`config.mk`:
```
export PLATFORM = sky130hd
export DESIGN_NAME = seg7_scan_ctrl
export DESIGN_NICKNAME = d
export VERILOG_FILES = /design/src/rtl/seg7_scan_ctrl.sv
export SDC_FILE = /design/constraint.sdc
export NUM_CORES = 1
export LEC_CHECK = 0
export CORE_MARGIN = 1
export CORE_UTILIZATION = 54
export CTS_BUF_LIST = sky130_fd_sc_hd__clkbuf_4 sky130_fd_sc_hd__clkbuf_8
export DETAILED_ROUTE_END_ITERATION = 7
export GPL_TIMING_DRIVEN = 0
export HOLD_SLACK_MARGIN = 0.05
export PLACE_DENSITY_LB_ADDON = 0.08
export REMOVE_ABC_BUFFERS = 1
export SYNTH_ARGS = -nofsm -noshare
export SYNTH_HDL_FRONTEND = slang
export SYNTH_SLANG_ARGS = --single-unit
export TNS_END_PERCENT = 30
```
`constraint.sdc`:
```
create_clock -name clk -period 3 [get_ports clk]
set_input_delay 0.6 -clock clk [delete_from_list [all_inputs] [get_ports clk]]
set_output_delay 0.6 -clock clk [all_outputs]
set_load 0.02 [all_outputs]
```
`src/rtl/seg7_scan_ctrl.sv`:
```
// seg7_scan_ctrl: 8-digit multiplexed 7-segment scanner with per-digit blink, decimal point and leading-zero blanking
module seg7_scan_ctrl #(
  parameter int SCAN_DIV  = 16,
  parameter int BLINK_DIV = 32
) (
  input  logic        clk,
  input  logic        rst,
  input  logic [31:0] disp_num,
  input  logic        load,
  input  logic [7:0]  point,
  input  logic [7:0]  blink_en,
  input  logic        zero_blank,
  output logic [7:0]  an,
  output logic [7:0]  seg,
  output logic        frame_done
);
  localparam int CW = $clog2(SCAN_DIV);
  localparam int FW = BLINK_DIV > 1 ? $clog2(BLINK_DIV) : 1;
  logic [CW-1:0] cnt_q, cnt_d;
  logic [2:0]    idx_q, idx_d;
  logic [FW-1:0] frm_q, frm_d;
  logic          ph_q, ph_d;
  logic [31:0]   val_q, val_d;
  logic [7:0]    pt_q, pt_d, bl_q, bl_d;
  logic [7:0]    an_q, an_d, seg_q, seg_d;
  logic          fd_q, fd_d;
  logic          cnt_end, frm_end, wrap, dark;
  logic [31:0]   upper;
  function automatic logic [6:0] hex7(input logic [3:0] n);
    case (n)
      4'h0: hex7 = 7'h40;
      4'h1: hex7 = 7'h79;
      4'h2: hex7 = 7'h24;
      4'h3: hex7 = 7'h30;
      4'h4: hex7 = 7'h19;
      4'h5: hex7 = 7'h12;
      4'h6: hex7 = 7'h02;
      4'h7: hex7 = 7'h78;
      4'h8: hex7 = 7'h00;
      4'h9: hex7 = 7'h10;
      4'hA: hex7 = 7'h08;
      4'hB: hex7 = 7'h03;
      4'hC: hex7 = 7'h46;
      4'hD: hex7 = 7'h21;
      4'hE: hex7 = 7'h06;
      4'hF: hex7 = 7'h0E;
    endcase
  endfunction
  always_comb begin
    cnt_end = cnt_q == CW'(SCAN_DIV - 1);
    wrap    = cnt_end && idx_q == 3'd7;
    frm_end = frm_q == FW'(BLINK_DIV - 1);
    cnt_d   = cnt_end ? '0 : cnt_q + CW'(1);
    idx_d   = idx_q + {2'b00, cnt_end};
    frm_d   = wrap ? (frm_end ? '0 : frm_q + FW'(1)) : frm_q;
    ph_d    = ph_q ^ (wrap & frm_end);
    val_d   = load ? disp_num : val_q;
    pt_d    = load ? point : pt_q;
    bl_d    = load ? blink_en : bl_q;
    // nibbles at and above the current digit; all-zero means this digit is a leading zero
    upper   = val_q >> {idx_q, 2'b00};
    dark    = cnt_q == '0 || (ph_q && bl_q[idx_q]) || (zero_blank && idx_q != 3'd0 && upper == '0);
    an_d    = dark ? 8'hFF : ~(8'b1 << idx_q);
    seg_d   = dark ? 8'hFF : {~pt_q[idx_q], hex7(upper[3:0])};
    fd_d    = wrap;
  end
  always_ff @(posedge clk) begin
    if (rst) begin
      cnt_q <= '0;
      idx_q <= '0;
      frm_q <= '0;
      ph_q  <= 1'b0;
      val_q <= '0;
      pt_q  <= '0;
      bl_q  <= '0;
      an_q  <= 8'hFF;
      seg_q <= 8'hFF;
      fd_q  <= 1'b0;
    end else begin
      cnt_q <= cnt_d;
      idx_q <= idx_d;
      frm_q <= frm_d;
      ph_q  <= ph_d;
      val_q <= val_d;
      pt_q  <= pt_d;
      bl_q  <= bl_d;
      an_q  <= an_d;
      seg_q <= seg_d;
      fd_q  <= fd_d;
    end
  end
  assign an         = an_q;
  assign seg        = seg_q;
  assign frame_done = fd_q;
endmodule

```
==> results of run 1 <==
## cells in the mapped netlist (2+ instances only)
library cell	count	area share, %
o311ai_1	2	0.47
and3_1	3	0.50
mux2_2	4	1.2
nor3b_1	2	0.40
mux4_1	5	3.5
o221ai_1	2	0.47
a22o_1	2	0.47
or4_1	4	0.80
a21oi_1	12	1.6
dfxtp_1	78	42
buf_4	5	1.0
a22oi_1	2	0.40
o21ai_0	5	0.67
mux4_2	6	3.6
xnor2_1	3	0.70
nand2b_1	5	0.84
nor3_1	7	0.94
nand3_1	5	0.67
inv_1	7	0.70
nor2_1	69	6.9
nor2b_1	7	1.2
nand2_1	10	1.0
nand4_1	5	0.84
or2_2	4	0.67
buf_1	4	0.40
o211ai_1	4	0.80
clkbuf_1	13	1.3
mux2i_1	56	15
ha_1	11	3.7
nor4_1	4	0.67
or4b_2	2	0.53
## critical path: stages (launching register included)
cell	delay [ns]
dfxtp_4	0.55
mux4_2	0.59
mux2_2	0.34
inv_1	0.13
ha_1	0.23
o211ai_1	0.17
a2111oi_4	0.37
o22ai_2	0.20
o311ai_1	0.14
## area by class of cell
cell class	count	area, um2	area share (%)
inverters	7	26.28	0.5615
repair buffers	71	725.7	15.51
clock inverters	7	97.59	2.086
flip-flops and latches	78	1569	33.53
clock buffers	9	123.9	2.647
well taps	77	96.34	2.059
multi-input cells	263	2041	43.61
## what timing repair did
item | 4_1_cts | 5_1_grt
resized for setup | 2 | 1
setup endpoints to repair | 15 | 11
buffers inserted | 0 | 1
## stage by stage
step           util, %  TNS (ns)  std cells  hold WS, ns
6_report         71.65         0        512       0.4958
3_3_place_gp     67.45    -38.08        493       0.4661
3_5_place_dp     67.93    -2.200        495       0.4782
2_1_floorplan        -   -0.8349        348       0.4472
4_1_cts          71.38         0        511       0.4973
5_1_grt          71.65         0        512       0.5137
## sequential cells by signal, summed over array words and instances (netlist names)
register,flops
idx_q,3
pt_q,8
seg,8
bl_q,8
frm_q,5
val_q,32
an,8
cnt_q,4
ph_q,1
frame_done,1
## layer usage
metal | track usage [%] | up-vias | wire length (um)
met5 | 0 | - | 0
met4 | 10.76 | 0 | 177
met3 | 4.183 | 19 | 345
met2 | 36.07 | 106 | 3553
met1 | 31.32 | 1376 | 3709
li1 | - | 1460 | -
## report_power, final
group | internal, mW | total [mW] | leakage, nW | switching [mW]
clock network | 0.471 | 0.865 | 0.106 | 0.394
registers | 1.09 | 1.13 | 0.643 | 0.0405
logic | 0.190 | 0.345 | 1.19 | 0.155
## kinds of logic after synthesis
logic type      Yosys count
buf+inv                  31
fa+ha+maj                11
xor+xnor                  3
compound gates           44
flops                    78
simple gates            133
mux                      72
## worst min-delay path by stage
stage | cells after the start | to | slack [ns] | from
after global placement | 2 | frm_q[3] | 0.47 | frm_q[3]
after floorplan | 2 | frm_q[3] | 0.45 | frm_q[3]
after CTS | 1 | cnt_q[0] | 0.50 | cnt_q[0]
after detailed placement | 2 | val_q[3] | 0.48 | val_q[3]
final | 2 | pt_q[4] | 0.50 | pt_q[4]
after global routing | 2 | frm_q[3] | 0.51 | frm_q[3]
==> out/qor.yml, run 1 <==
syn_avg_cell_area_um2: 10.07
synthSimpleGateAreaFrac_pct: 17.30
grt_pass1_wl_mm: 13.17
hold_class: "reg2reg"
grt_usage_pct: 23.12
fin_area_um2: 4679
period_needed_ns: 2.829
place_congestion: 0.8957
hold_viol_final: 0
startpoint_type: "flip-flop"
cp_max_fo: 20
synth_edf_count: 0
crit_end: "seg[1]"
clk_path_buf_depth: 2
critPathCaptureType: "flip-flop"
cts_root_buffer: "clkbuf_8"
r2r_start: "idx_q[0]"
r2r-end: "seg[1]"
rows: 29
fin_ws_ns: 0.1706
clock_skew_ns: 0.01123
grt_max_degree: 40
cts_tree: "built"
rsz0062_at_grt: "false"
drive_above_1_share_pct: 10.11
grt_pass1_vias: 2842
synth_cells: 372
reg2reg_depth: 8
synth-xor-area-share_pct: 0.7014
num_vias: 2961
ir_worst_vdd_uv: 307.6
start_util_pct: 57.36
fmax_ghz: 0.3534
ys.flop_type: "dfxtp_1"
yosysWarningCount: 0
status: "finished clean"
synth_top_family_by_area: "multiplexers"
antenna_found_initial: 0
cts_sinks: 78
worstSetupStartpoint: "idx_q[0]"
power_mw: 2.341
portBuffers: 68
slew_violations: 0
relSlewSlack_pct: 54.00
pre_cts_slack_ns: -0.2114
muxShareOfSynthArea_pct: 23.88
core_um2: 6531
synth_cell_types: 55
detailed_place_hpwl_mm: 5.439
drt_iter0_markers: 191
netlist_area_um2: 3746
place_area_um2: 4437
dieArea_um2: 7274
final_common_cell: "dfxtp_1"
setup_viol: 0
critPathKind: "reg2reg"
layout.nets: 493
die_w_um: 85.29
htree_levels: 3
power_density_nw_per_um2: 500.3
numCtsBuffers: 9
drtAntennaViolNets: 0
fillers: 510
wire_per_inst_um: 15.20
min_period_over_period_pct: 94.31
tightest_slew_ns: 0.6890
cap_violations: 0
routed_via_density: 5.783
required_ns: 3.24
overflow: 0
final_cell_mix: "dfxtp_1 (76), nor2_1 (69), clkdlybuf4s50_1 (66)"
pin_count: 69
clkTransAtPathRegs_ns: 0.08
ctsHoldBuffers: 0
n_antenna_cell: 0
wl_mm: 7.784
die_y_um: 85.29
synth_seq_cells: 78
clock_latency_ns: 0.35
leakage_nw: 1.944
synthToLayoutAreaGrowth_pct: 24.92
synth_fa_ha_area_share_pct: 3.674
drc: 0
async_reset_ff_share_pct: 0
reg2reg_slack_ns: 0.17
ys_seq_area_share_pct: 41.68
drt_pass1_iterations: 4
cp.arrival_ns: 3.07
synth_compound_area_share_pct: 8.918
(Power assumes the default switching activity.)
==> inputs of run 2 (changes only) <==
ABC_AREA = 1   (was default)
clock period = 2.7 ns   (was 3 ns; I/O delays follow)
==> out/qor.yml, run 2 <==
status: "finished clean"
critPathCaptureType: "flip-flop"
fin_util_pct: 69.73  # -1.9 points
final_cell_mix: "nand2_1 (124), nor2_1 (115), dfxtp_1 (76)"
fillers: 631  # +24%
fin_area_um2: 4763  # +1.8%
layout.nets: 674  # +37%
drt_iter0_markers: 196  # +2.6%
leakage_nw: 2.085  # +7.3%
overflow: 0  # unchanged
tightest_slew_ns: 0.6598  # -0.02923 ns
wl_mm: 8.579  # +10%
switching_share_pct: 24.40  # -0.77 points
ir_worst_vdd_uv: 344.0  # +12%
reg2reg_depth: 14  # +6
synth_cells: 556  # +49%
place_area_um2: 4487  # +1.1%
top_layer: "met4"
period_needed_ns: 2.393  # -0.4365 ns
hold_viol_final: 0  # unchanged
min_path_cells: 1  # -1
grt_max_degree: 63  # +57%
pin_count: 69  # unchanged
cap_violations: 0  # unchanged
cp_slowest_cell: "dfxtp_4"
drive_above_1_share_pct: 8.117  # -2.0 points
synthDominantCellAreaShare_pct: 40.69  # -0.99 points
yosysWarningCount: 0  # unchanged
netlist_area_um2: 3837  # +2.4%
ys_seq_area_share_pct: 40.69  # -0.99 points
clkTransAtPathRegs_ns: 0.08  # about the same
pwr-share-seq_pct: 46.6  # -1.7 points
core_um2: 6832  # +4.6%
grt_pass1_vias: 3362  # +18%
cpPeakStageDelay_ns: 0.54  # -0.05 ns
postCtsSetupBuffers: 0  # unchanged
clock_latency_ns: 0.35  # about the same
antenna_found_initial: 0  # unchanged
rows: 30  # +3.4%
n_antenna_cell: 0  # unchanged
synthTopCellsByCount: "nand2_1 (124), nor2_1 (115), dfxtp_1 (78), o21ai_0 (56), inv_1 (40)"
final_common_cell: "nand2_1"
p_clk_share_pct: 39.6  # +2.7 points
largest_reg_flops: 32  # unchanged
clk_path_buf_depth: 2  # unchanged
ctsHoldBuffers: 0  # unchanged
async_reset_ff_share_pct: 0  # unchanged
grt_usage_pct: 24.79  # +1.7 points
die_y_um: 86.30  # +1.2%
num_vias: 3637  # +23%
power_mw: 2.678  # +14%
max_flop_register: "val_q"
htree_levels: 3  # unchanged
hold_class: "reg2reg"
syn_avg_cell_area_um2: 6.902  # -31%
tns_ns: 0  # unchanged
dieArea_um2: 7448  # +2.4%
rsz0062_at_grt: "false"
clock_skew_ns: 0.01257  # +0.001343 ns
cp.arrival_ns: 2.61  # -0.46 ns
fmax_ghz: 0.4179  # +18%
post_cts_resized: 3  # +1
startpoint_type: "flip-flop"
cts_root_buffer: "clkbuf_8"
relSlewSlack_pct: 56.01  # +2.0 points
synthTopCellsByArea: "dfxtp_1 (41%), nand2_1 (12%), nor2_1 (11%), o21ai_0 (7.3%), inv_1 (3.9%)"
synth_top_area_cell: "dfxtp_1"
power_density_nw_per_um2: 562.3  # +12%
detailed_place_hpwl_mm: 6.021  # +11%
cp_max_fo: 25  # +25%
place_inst: 695  # +40%
pwr-share-comb_pct: 13.8  # -0.9 points
p_switching_uw: 653.4  # +11%
path_cells: "inv_4 -> nor2_2 -> nand2_1 -> nand3_1 -> nand2_1 -> ha_1 -> nand2_1 -> nor2_1 -> o21ai_1 -> nor2_2 -> nand3_2 -> nor2_2 -> nand2_4 -> nand3_1"
synth_edf_count: 0  # unchanged
wire_per_inst_um: 12.05  # -21%
reg2reg_slack_ns: 0.31  # +0.14 ns
setup_viol: 0  # unchanged
critPathKind: "reg2reg"
required_ns: 2.92  # -0.32 ns
min_period_over_period_pct: 88.63  # -5.7 points
routed_via_density: 5.108  # -12%
final_cells: 712  # +39%
synth_cell_types: 34  # -38%
p_int_mw: 2.025  # +16%
portBuffers: 68  # unchanged
route.met2.wl_mm: 3.983  # +12%
synth_seq_cells: 78  # unchanged
die_w_um: 86.30  # +1.2%
grt_pass1_wl_mm: 14.86  # +13%
drt_pass1_iterations: 5  # +1
drtAntennaViolNets: 0  # unchanged
drc: 0  # unchanged
wirelength_met1_mm: 4.058  # +9.4%
ys.flop_type: "dfxtp_1"
synthToLayoutAreaGrowth_pct: 24.13
slew_violations: 0  # unchanged
numCtsBuffers: 9  # unchanged
wl_met3_um: 386  # +12%
start_util_pct: 56.17  # -1.2 points
place_congestion: 0.8854  # -1.1%
synthMostInstantiatedCell: "nand2_1"
cts_sinks: 78  # unchanged
cts_tree: "built"
==> run 2: cell count changes after synthesis, sizes merged, moves of 4 or more <==
cell    change
nand3      +39
o21ai      +54
mux2i      -57
nand4       -4
mux2        -4
nor2b       -7
a21oi      +14
or2         -4
inv        +38
or4         -4
nand2     +118
mux4       -11
nor2       +51
nand2b      -5
==> run 2: area by class of cell <==
class                      count  area [um2]  share of cell area [%]
multi-input combinational    407        1948                   40.90
tap                           96       120.1                   2.522
inverter                      46       180.2                   3.783
sequential                    78        1567                   32.89
clock inverter                 5       106.4                   2.233
timing repair buffer          69       703.2                   14.76
clock buffer                  11       138.9                   2.916
==> run 2: power by group through the flow <==
stage	Clock, mW	Sequential (mW)	Combinational, mW
6_report	1.06	1.25	0.370
5_1_grt	1.12	1.25	0.420
3_5_place_dp	0	1.27	0.364
2_1_floorplan	0	1.28	0.196
4_1_cts	1.07	1.25	0.367
3_3_place_gp	0	1.27	0.357
==> run 2: worst paths after layout <==
kind              endpoint      from
setup / recovery    seg[1]  idx_q[0]
hold / removal    cnt_q[0]  cnt_q[0]
setup reg to reg    seg[1]  idx_q[0]
hold reg to reg   cnt_q[0]  cnt_q[0]
==> run 2: per-layer routing <==
layer  up-vias  global-route usage, %
met5         -                      0
met2        97                  41.41
met3        17                  4.571
met4         0                  8.636
met1      1635                  32.16
li1       1888                      -
==> run 2: critical path: cells and delay by family, from the launching register on <==
kind / cells / cell delay, ns
simple gates: 11 / 1.23
flops: 1 / 0.54
fa+ha+maj: 1 / 0.25
buf+inv: 1 / 0.15
compound gates: 1 / 0.09
==> run 2: cells by family after synthesis <==
group	synth area share (%)
DFF	40.69
adders and majority gates	3.587
AOI/OAI and AO/OA	13.01
xor gates and xnor gates	0.2283
buffers and inverters	8.542
and+or+nand+nor	33.94
==> run 2: through the flow <==
stage	hold slack, ns	setup slack, ns
floorplan	0.4173	0.3506
global placement	0.4292	-1.550
detailed placement	0.4458	-0.7692
CTS	0.4629	0.03573
global route	0.4781	0.02653
finish	0.4610	0.3071
==> inputs of run 3 (changes only) <==
CAP_MARGIN = 20   (was default)
==> out/qor.yml, run 3 (synthesis gave the netlist of run 2 again) <==
status: "finished clean"
die_w_um: 86.30  # unchanged
tightest_slew_ns: 0.5829  # -0.07689 ns
largest_reg_flops: 32  # unchanged
ir_worst_vdd_uv: 348.3  # +1.2%
pwr-share-seq_pct: 50.5  # +3.9 points
rows: 30  # unchanged
startpoint_type: "flip-flop"
p_int_mw: 1.831  # -9.6%
final_common_cell: "nand2_1"
p_switching_uw: 639.2  # -2.2%
hold_class: "reg2reg"
place_inst: 696  # +0.14%
antenna_found_initial: 0  # unchanged
n_antenna_cell: 0  # unchanged
routed_via_density: 5.255  # +2.9%
drt_iter0_markers: 217  # +11%
min_period_over_period_pct: 87.69  # -0.93 points
max_flop_register: "val_q"
drive_above_1_share_pct: 7.805  # -0.31 points
rsz0062_at_grt: "false"
detailed_place_hpwl_mm: 6.087  # +1.1%
start_util_pct: 56.17  # unchanged
grt_pass1_vias: 3379  # +0.51%
switching_share_pct: 25.87  # +1.5 points
period_needed_ns: 2.368  # -0.02512 ns
final_cell_mix: "nand2_1 (124), nor2_1 (115), dfxtp_1 (76)"
portBuffers: 68  # unchanged
fin_area_um2: 4736  # -0.58%
clkTransAtPathRegs_ns: 0.08  # about the same
cts_root_buffer: "clkbuf_8"
core_um2: 6832  # unchanged
critPathKind: "reg2reg"
drtAntennaViolNets: 0  # unchanged
layout.nets: 675  # +0.15%
fmax_ghz: 0.4223  # +1.1%
cap_violations: 0  # unchanged
leakage_nw: 2.076  # -0.44%
grt_pass1_wl_mm: 15.06  # +1.4%
tns_ns: 0  # unchanged
dieArea_um2: 7448  # unchanged
die_y_um: 86.30  # unchanged
drt_pass1_iterations: 5  # unchanged
reg2reg_depth: 14  # unchanged
clock_skew_ns: 0.009045  # -0.003524 ns
fin_util_pct: 69.32  # -0.40 points
num_vias: 3736  # +2.7%
wl_mm: 8.715  # +1.6%
place_congestion: 0.8854  # unchanged
overflow: 0  # unchanged
critPathCaptureType: "flip-flop"
place_area_um2: 4514  # +0.61%
min_path_cells: 1  # unchanged
clk_path_buf_depth: 2  # unchanged
pre_cts_slack_ns: -0.7212  # +0.04801 ns
numCtsBuffers: 9  # unchanged
required_ns: 2.92  # about the same
fin_ws_ns: 0.3322  # +0.02512 ns
cts_sinks: 78  # unchanged
grt_max_degree: 63  # unchanged
grt_usage_pct: 25.26  # +0.48 points
synthToLayoutAreaGrowth_pct: 23.41
slew_violations: 0  # unchanged
relSlewSlack_pct: 61.09  # +5.1 points
cp.arrival_ns: 2.59  # -0.02 ns
pin_count: 69  # unchanged
wire_per_inst_um: 12.26  # +1.7%
htree_levels: 3  # unchanged
final_cells: 711  # -0.14%
cts_tree: "built"
clock_latency_ns: 0.35  # about the same
pwr-share-comb_pct: 15.2  # +1.4 points
setup_viol: 0  # unchanged
p_clk_share_pct: 34.3  # -5.3 points
hold_viol_final: 0  # unchanged
drc: 0  # unchanged
power_density_nw_per_um2: 521.6  # -7.2%
ctsHoldBuffers: 0  # unchanged
cp_max_fo: 25  # unchanged
run 3: stage by stage:
| stage | total power [mW] | hold WS, ns |
|---|---|---|
| floorplan | 1.480 | 0.4173 |
| CTS | 2.477 | 0.4587 |
| global route | 2.593 | 0.4796 |
| detailed placement | 1.643 | 0.4436 |
| global placement | 1.631 | 0.4292 |
| finish | 2.470 | 0.4603 |
run 3: routing by layer:
metal  track usage [%]  share of wire (%)  vias to the layer above  wire length [um]
met5                 0                  0                        -                 0
met4             7.424                1.7                        0               150
li1                  -                  -                     1890                 -
met3             6.571                5.5                       17               481
met2             40.91                 46                      122              4052
met1             33.21                 46                     1707              4031
run 3: final timing paths:
check	endpoint	start	slack, ns
worst max register to register	seg[7]	idx_q[0]	0.33
worst min register to register	cnt_q[0]	cnt_q[0]	0.46
worst max-delay path	seg[7]	idx_q[0]	0.33
worst min-delay path	cnt_q[0]	cnt_q[0]	0.46
run 3: power groups by stage:
| stage | Sequential [mW] | Combinational (mW) | Clock [mW] |
|---|---|---|---|
| CTS | 1.25 | 0.370 | 0.858 |
| finish | 1.25 | 0.376 | 0.846 |
| global placement | 1.27 | 0.357 | 0 |
| floorplan | 1.28 | 0.196 | 0 |
| detailed placement | 1.27 | 0.368 | 0 |
| global route | 1.25 | 0.427 | 0.911 |
run 3: critical path, stage by stage (launching register included):
cell     delay (ns)
dfxtp_4        0.54
inv_4          0.16
nor2_2         0.27
nand2_1        0.09
nand3_1        0.12
nand2_1        0.14
ha_1           0.24
nand2_1        0.07
nor2_1         0.05
o21ai_1        0.09
nor2_2         0.06
nand3_2        0.06
nor2_2         0.05
nand2_4        0.20
nand3_1        0.10
run 3: area by class of cell:
| class | instances | area (um2) |
|---|---|---|
| Tap cell | 96 | 120.1 |
| Timing Repair Buffer | 70 | 734.5 |
| Clock buffer | 10 | 137.6 |
| Fill cell | 609 | 2096 |
| Multi-Input combinational cell | 407 | 1948 |
| Clock inverter | 4 | 48.80 |
| Inverter | 46 | 180.2 |
| Sequential cell | 78 | 1567 |
run 3: timing repair:
action                                  in CTS  in global routing
hold endpoints to repair                     0                  0
pin swaps                                    0                  0
resized for setup                            3                  2
setup buffers                                0                  0
endpoints found under the setup margin      64                 16
